$ cat src/rtl/gpio_bank.sv
// WIDTH-pin GPIO bank: direction, atomic set/clear/toggle of OUT, synchronised IN, and sticky W1C edge interrupts.
// Optional input debounce is compiled in with GPIO_DEBOUNCE_EN. Reads are combinational; the single-cycle bus has no backpressure.
module gpio_bank #(
    parameter int WIDTH           = 16,
    parameter int DATA_W          = 16,
    parameter int SYNC_STAGES     = 2,
    parameter int DEBOUNCE_CYCLES = 8
) (
    input  logic              iClock,
    input  logic              iReset,
    input  logic [2:0]        iAddress,
    input  logic [DATA_W-1:0] iData,
    output logic [DATA_W-1:0] oData,
    input  logic              iWrite,
    input  logic              iEnable,
    output logic              oInterrupt,
    input  logic [WIDTH-1:0]  iPinIn,
    output logic [WIDTH-1:0]  oPinOut,
    output logic [WIDTH-1:0]  oPinOE
);

    if (WIDTH < 1 || WIDTH > DATA_W || SYNC_STAGES < 2 || DEBOUNCE_CYCLES < 1) begin : g_bad_param
        $error("gpio_bank: illegal parameter combination");
    end

    localparam logic [2:0] A_DIR  = 3'd0;
    localparam logic [2:0] A_OUT  = 3'd1;
    localparam logic [2:0] A_IN   = 3'd2;
    localparam logic [2:0] A_SET  = 3'd3;
    localparam logic [2:0] A_CLR  = 3'd4;
    localparam logic [2:0] A_TGL  = 3'd5;
    localparam logic [2:0] A_RISE = 3'd6;
    localparam logic [2:0] A_FALL = 3'd7;

    logic [WIDTH-1:0] dir_q;
    logic [WIDTH-1:0] out_q;
    logic [WIDTH-1:0] rise_en_q;
    logic [WIDTH-1:0] fall_en_q;
    logic [WIDTH-1:0] status_q;
    logic [WIDTH-1:0] prev_q;
    logic             irq_q;

    logic [WIDTH-1:0] sync_q [SYNC_STAGES];
    logic [WIDTH-1:0] syn;
    logic [WIDTH-1:0] in_val;
    logic [WIDTH-1:0] wdat;
    logic [WIDTH-1:0] w1c;
    logic [WIDTH-1:0] rise_hit;
    logic [WIDTH-1:0] fall_hit;
    logic             wr_en;

    // Synchroniser resets to 0, so a pin held high through reset looks like a fresh rising edge.
    always_ff @(posedge iClock) begin
        if (iReset) begin
            for (int k = 0; k < SYNC_STAGES; k++) begin
                sync_q[k] <= '0;
            end
        end else begin
            sync_q[0] <= iPinIn;
            for (int k = 1; k < SYNC_STAGES; k++) begin
                sync_q[k] <= sync_q[k-1];
            end
        end
    end

    assign syn = sync_q[SYNC_STAGES-1];

`ifdef GPIO_DEBOUNCE_EN
    localparam int CNT_W = $clog2(DEBOUNCE_CYCLES + 1);

    logic [CNT_W-1:0] db_cnt [WIDTH];
    logic [WIDTH-1:0] db_q;

    // A pin's IN bit follows syn only after DEBOUNCE_CYCLES consecutive disagreeing samples.
    always_ff @(posedge iClock) begin
        if (iReset) begin
            db_q <= '0;
            for (int i = 0; i < WIDTH; i++) begin
                db_cnt[i] <= '0;
            end
        end else begin
            for (int i = 0; i < WIDTH; i++) begin
                if (syn[i] == db_q[i]) begin
                    db_cnt[i] <= '0;
                end else if (db_cnt[i] == CNT_W'(DEBOUNCE_CYCLES - 1)) begin
                    db_q[i]   <= syn[i];
                    db_cnt[i] <= '0;
                end else begin
                    db_cnt[i] <= db_cnt[i] + CNT_W'(1);
                end
            end
        end
    end

    assign in_val = db_q;
`else
    assign in_val = syn;
`endif

    assign wr_en    = iEnable && iWrite;
    assign wdat     = iData[WIDTH-1:0];
    assign w1c      = (wr_en && iAddress == A_FALL) ? wdat : '0;
    assign rise_hit = in_val & ~prev_q & rise_en_q;
    assign fall_hit = ~in_val & prev_q & fall_en_q;

    always_ff @(posedge iClock) begin
        if (iReset) begin
            dir_q     <= '0;
            out_q     <= '0;
            rise_en_q <= '0;
            fall_en_q <= '0;
            status_q  <= '0;
            prev_q    <= '0;
            irq_q     <= 1'b0;
        end else begin
            prev_q   <= in_val;
            // New edges are OR-ed after the clear so a same-cycle set beats W1C.
            status_q <= (status_q & ~w1c) | rise_hit | fall_hit;
            irq_q    <= |status_q;
            if (wr_en) begin
                case (iAddress)
                    A_DIR:   dir_q     <= wdat;
                    A_OUT:   out_q     <= wdat;
                    A_SET:   out_q     <= out_q | wdat;
                    A_CLR:   out_q     <= out_q & ~wdat;
                    A_TGL:   out_q     <= out_q ^ wdat;
                    A_RISE:  rise_en_q <= wdat;
                    A_FALL:  fall_en_q <= wdat;
                    default: ;
                endcase
            end
        end
    end

    // Address 7 reads STATUS; FALL is write-only and shares that address with W1C.
    always_comb begin
        oData = '0;
        if (iEnable && !iWrite) begin
            case (iAddress)
                A_DIR:   oData[WIDTH-1:0] = dir_q;
                A_OUT:   oData[WIDTH-1:0] = out_q;
                A_IN:    oData[WIDTH-1:0] = in_val;
                A_RISE:  oData[WIDTH-1:0] = rise_en_q;
                A_FALL:  oData[WIDTH-1:0] = status_q;
                default: oData = '0;
            endcase
        end
    end

    assign oPinOE     = dir_q;
    assign oPinOut    = out_q & dir_q;
    assign oInterrupt = irq_q;

endmodule
$ cat config.mk
export PLATFORM = sky130hd
export DESIGN_NAME = gpio_bank
export DESIGN_NICKNAME = d
export VERILOG_FILES = /design/src/rtl/gpio_bank.sv
export SDC_FILE = /design/constraint.sdc
export NUM_CORES = 1
export LEC_CHECK = 0
export CELL_PAD_IN_SITES_DETAIL_PLACEMENT = 0
export CELL_PAD_IN_SITES_GLOBAL_PLACEMENT = 2
export CORE_ASPECT_RATIO = 1.75
export CORE_UTILIZATION = 25
export DETAILED_ROUTE_END_ITERATION = 7
export GPL_TIMING_DRIVEN = 0
export PLACE_DENSITY_LB_ADDON = 0.1
export SYNTH_ARGS = -nofsm -noshare
export SYNTH_HDL_FRONTEND = slang
export SYNTH_SLANG_ARGS = --single-unit
export TNS_END_PERCENT = 100
$ cat constraint.sdc
create_clock -name iClock -period 7 [get_ports iClock]
set_input_delay 1.75 -clock iClock [delete_from_list [all_inputs] [get_ports iClock]]
set_output_delay 1.75 -clock iClock [all_outputs]
set_load 0.005 [all_outputs]
## Word-level counts from Yosys, hierarchy flattened

Memories as Yosys holds them, arrays and structs flattened.
Cells that the tools add are included.

- Eq/ne operators: 7
- Multiplexer cells: 9
- Bitwise operators: 17
- Reduce and logical (&&, ||, !) cells: 11

Operators by type and width:

| kind | number |
|---|---|
| $and 16x16->16 | 7 |
| $pmux 16 s5 | 1 |
| $mux 16 | 4 |
| $not 16->16 | 4 |
| $pmux 16 s4 | 1 |
| $or 16x16->16 | 3 |
| $reduce_or 16->1 | 1 |
| $xor 16x16->16 | 1 |
| $eq 3x3->1 const B | 4 |
| $reduce_and 2->1 | 4 |
| $eq 3x2->1 const B | 2 |
| $reduce_bool 4->1 | 1 |
| $eq 3x1->1 const B | 1 |
| $logic_and 1x1->1 | 3 |
| $logic_not 3->1 | 1 |
| $mux 1 | 3 |
| $or 1x1->1 | 2 |
| $logic_not 1->1 | 1 |

- Flip-flop bits (word level): 97
- RAM bits: 32
- Input port bits: 39
- Memories: 1

Memories:

| name | depth | bits a word | read ports | clocked after Yosys merged registers in | write ports | line | source |
|---|---|---|---|---|---|---|---|
| sync_q | 2 | 16 | 2 | 0 | 2 | 43 | `logic [WIDTH-1:0] sync_q [SYNC_STAGES];` |

## Logic depth before layout (Yosys ltp)

- Depth after elaboration: 7
- Mapped depth: 7
- Depth with buffers taken out: 5

## Worst setup path before layout

No wires, ideal clock.

- Path kind: input port to output port
- Start point: input iAddress[1]
- End point: output oData[10]
- Data arrival time: 2940 ps
- Setup slack: 2310 ps
- Cell stages on the path: 7
- Cell sequence: and3b_1 > buf_6 > nand2b_4 > or3b_1 > buf_2 > buf_6 > a21oi_2

- Word-level cells in the longest chain between the ends: 3
- Elaborated cells between the ends (all ways): 7
- Classes of those cells: eq/ne: 4; mux: 2; reduce/logical: 1

RTL lines:

| what | line | source |
|---|---|---|
| start: declaration | 11 | `input logic [2:0] iAddress,` |
| $eq 3x3->1 (tied with other cells) | 139 | `case (iAddress)` |
| $pmux 16 s5 (*) | 139 |  |
| $mux 16 (*) | 138 | `if (iEnable && !iWrite) begin` |
| end: declaration | 13 | `output logic [DATA_W-1:0] oData,` |

Mark *: on every way between the ends. The rest lies on a longest branch, timed or not.

## Worst setup path after layout

- Start point: input iAddress[1]
- End point: output oData[5]

Same word-level chain as after synthesis.

==> flow_summary.toml <==
[cts]
cts_buffer_depth = 2
cts_buffers = 17
cts_sinks = 129
path_clk_slew_ns = 0.06
htree_levels = 4
worstSkewPairLatency_ns = 0.42
cts_tree = "built"
cts_setup_buffers = 0
root_buffer = "clkbuf_16"
cts.hold.buffers_added = 0
cts_resized = 0

[logic_synthesis]
dominantRegCellSynth = "dfxtp_1"
synth_compound_area_share_pct = 18.8
synthArstFlopShare_pct = 0
avgSynthCellArea_sq_um = 8.74
synth_top_family_by_area = "simple AND/OR/NAND/NOR gates"
yosys.area_share.adder_pct = 6.70
yosysTopAreaCell = "dfxtp_1"
ys_top_cells_by_area = "dfxtp_1 43%, ha_1 6.7%, nand2_1 6.2%, a21oi_1 6.0%, nor2b_1 5.0%"
synth_top_area_share_pct = 43.2
synthDistinctLibCells = 36
ys_seq_area_share_pct = 43.2
synth-edff-count = 0
yosysMostFrequentCell = "dfxtp_1"
synth_seq_cells = 129
synth.area.mux_share_pct = 5.49
synthTopCellsByCount = "129 x dfxtp_1, 99 x nand2_1, 72 x a21oi_1"
synthSimpleGateAreaFrac_pct = 20.5
synth_nets = 754
syn_area_sq_mm = 0.00597
synthCells = 683
yosys.area_share.xor_xnor_pct = 0
yosys_warnings = 0

[timing]
maxSlewHeadroom_pct = 46.9
period_minus_slack_ns = 6.03
tightest_slew_ns = 0.794
max_freq_mhz = 166
fin_tns_setup_ns = 0
final_max_slew_viol_count = 0
hold_viol_final = 0
period_share_pct = 86.1
skew_ns = 0.00629
setup_viol = 0
whs_ns = 0.432
rsz0062_at_grt = "no"

[placement]
port_buffers = 87
placed_cell_area_sq_mm = 0.00722
dpl.cell_count = 1074
place_congestion = 0.763
hpwl_microns = 15900

[setup_path]
cp.required_ns = 5.25
crit_chain = "clkdlybuf4s50_1 > buf_2 > nand2b_1 > nor2_1 > buf_2 > a22oi_1 > a21oi_2 > clkdlybuf4s50_1"
critPathArrivalTime_ns = 4.28
critPathSlowestCell = "clkdlybuf4s50_1"
end_kind = "output pin"
start_kind = "input pin"
critPathMaxStageDelay_ns = 0.54
crit_type = "input pin to output pin"
path_max_fanout = 10
cp.buffers_inverters = 4
crit_family = "buffers and inverters"

[detailed_routing]
routedWlPerCell_microns = 18.8
post-route-drc-count = 0
dr.pass1.iters = 5
drt_wl_total_microns = 20800
antenna_left = 0
viasPerCell = 4.70
vias = 5199
drtIter0Drc = 272

[global_routing]
grt_use_total_pct = 17.7
gr-total-overflow = 0
antenna_found_initial = 0
grt_pass1_wl_microns = 31500
grt_max_degree = 17
grt_pass1_vias = 5141

[finish]
fillers = 2468
instances_no_fill = 1106
design_area_sq_mm = 0.00792
n_antenna_cell = 0
drive_above_1_share_pct = 8.48
layout-area-overhead-vs-synth_pct = 32.6
nets = 860

[floorplanning]
io_pins = 88
dieArea_sq_mm = 0.0245
core.rowCount = 74
die_h_microns = 206
initial_core_util_pct = 25.5
core_sq_mm = 0.0234
die_w_microns = 119

[pwr]
cellPowerDensity_mw_per_mm2 = 248
peakVddDrop_mv = 0.133
power.static_leakage_nw = 2.86

[flow_run]
cap_violations = 0

[min_path]
holdCritPathClass = "register to register"

[status]
status = "finished, final reports clean"
kinds of logic (layout without fill, tap and decap cells):
logic type                 Yosys count  count (layout)
DFF                                129             129
muxes                               32              32
buffers and inverters               73             192
and+or+nand+nor                    239             239
AOI/OAI and AO/OA                  178             178
adders and majority gates           32              32
worst register-to-register path, delay by kind of cell (launching register included):
family           cells  cell delay (ns)
AO/OA/AOI/OAI        1             0.30
AND/OR/NAND/NOR      1             0.67
flip-flops           1             0.33
registers in the layout, summed over array words and instances (netlist names):
| register | flops |
|---|---|
| oInterrupt | 1 |
| sync_q | 32 |
| rise_en_q | 16 |
| out_q | 16 |
| prev_q | 16 |
| oPinOE | 16 |
| status_q | 16 |
| fall_en_q | 16 |
per-stage QoR:
stage / util (%) / power [mW] / setup slack [ns]
after global placement: 30.8 / 0.931 / 0.985
final: 33.8 / 1.96 / 0.973
after detailed placement: 30.8 / 0.934 / 1.00
after floorplan: - / 0.858 / 2.31
after global routing: 33.8 / 2.04 / 0.902
after CTS: 33.8 / 1.99 / 0.988
where the power goes:
group	switching, mW	internal [mW]	total (mW)
Combinational	0.0859	0.0612	0.147
Clock	0.349	0.698	1.05
Sequential	0.0153	0.753	0.769
worst paths after layout:
kind | to | slack (ns) | start | cells after the start
max | oData[5] | 0.97 | iAddress[1] | 8
min | sync_q[0][31]$_SDFF_PP0_ | 0.43 | sync_q[0][15]$_SDFF_PP0_ | 1
max reg2reg | oInterrupt$_SDFF_PP0_ | 5.51 | status_q[3]$_SDFF_PP0_ | 2
min reg2reg | sync_q[0][31]$_SDFF_PP0_ | 0.43 | sync_q[0][15]$_SDFF_PP0_ | 1
metal layers:
metal,track usage (%),vias to the layer above,share of wire [%]
met2,33.3,129,53
li1,-,2569,-
met4,6.37,0,1.5
met3,2.70,19,3.2
met1,19.9,2482,42
met5,0,-,0
layout by cell type, fill, tap and decap left out, types with 2 or more instances in the layout:
cell | synthesis | routed
buf_6 | 2 | 2
dfxtp_1 | 129 | 129
o2bb2ai_1 | 16 | 16
mux2_1 | 5 | 5
a31oi_1 | 8 | 8
nand3_1 | 9 | 9
nor2b_1 | 48 | 48
buf_2 | 19 | 19
ha_1 | 32 | 32
nand3b_1 | 25 | 25
nor4_1 | 4 | 4
clkinvlp_4 | 0 | 4
nand2b_1 | 4 | 4
bufinv_16 | 0 | 6
and3_1 | 3 | 3
mux2i_1 | 26 | 26
nand2_1 | 99 | 99
clkbuf_16 | 0 | 17
a21oi_1 | 72 | 72
a22o_1 | 16 | 16
clkbuf_8 | 0 | 3
o21ai_1 | 25 | 25
a22oi_1 | 21 | 21
a21oi_2 | 9 | 9
nor2_1 | 23 | 23
clkbuf_1 | 19 | 19
clkdlybuf4s50_1 | 0 | 87
o21ai_0 | 8 | 8
and2_1 | 18 | 18
inv_1 | 32 | 32
layout make-up:
cell class / instances / area [sq um] / share of cell area, %
buffer: 40 / 189 / 2.39
clock inverter: 12 / 228 / 2.88
timing repair buffer: 87 / 871 / 11.0
multi-input combinational: 481 / 3080 / 38.9
sequential: 129 / 2580 / 32.6
tap: 304 / 380 / 4.80
inverter: 33 / 124 / 1.56
clock buffer: 20 / 467 / 5.89
(Power assumes the default switching activity.)
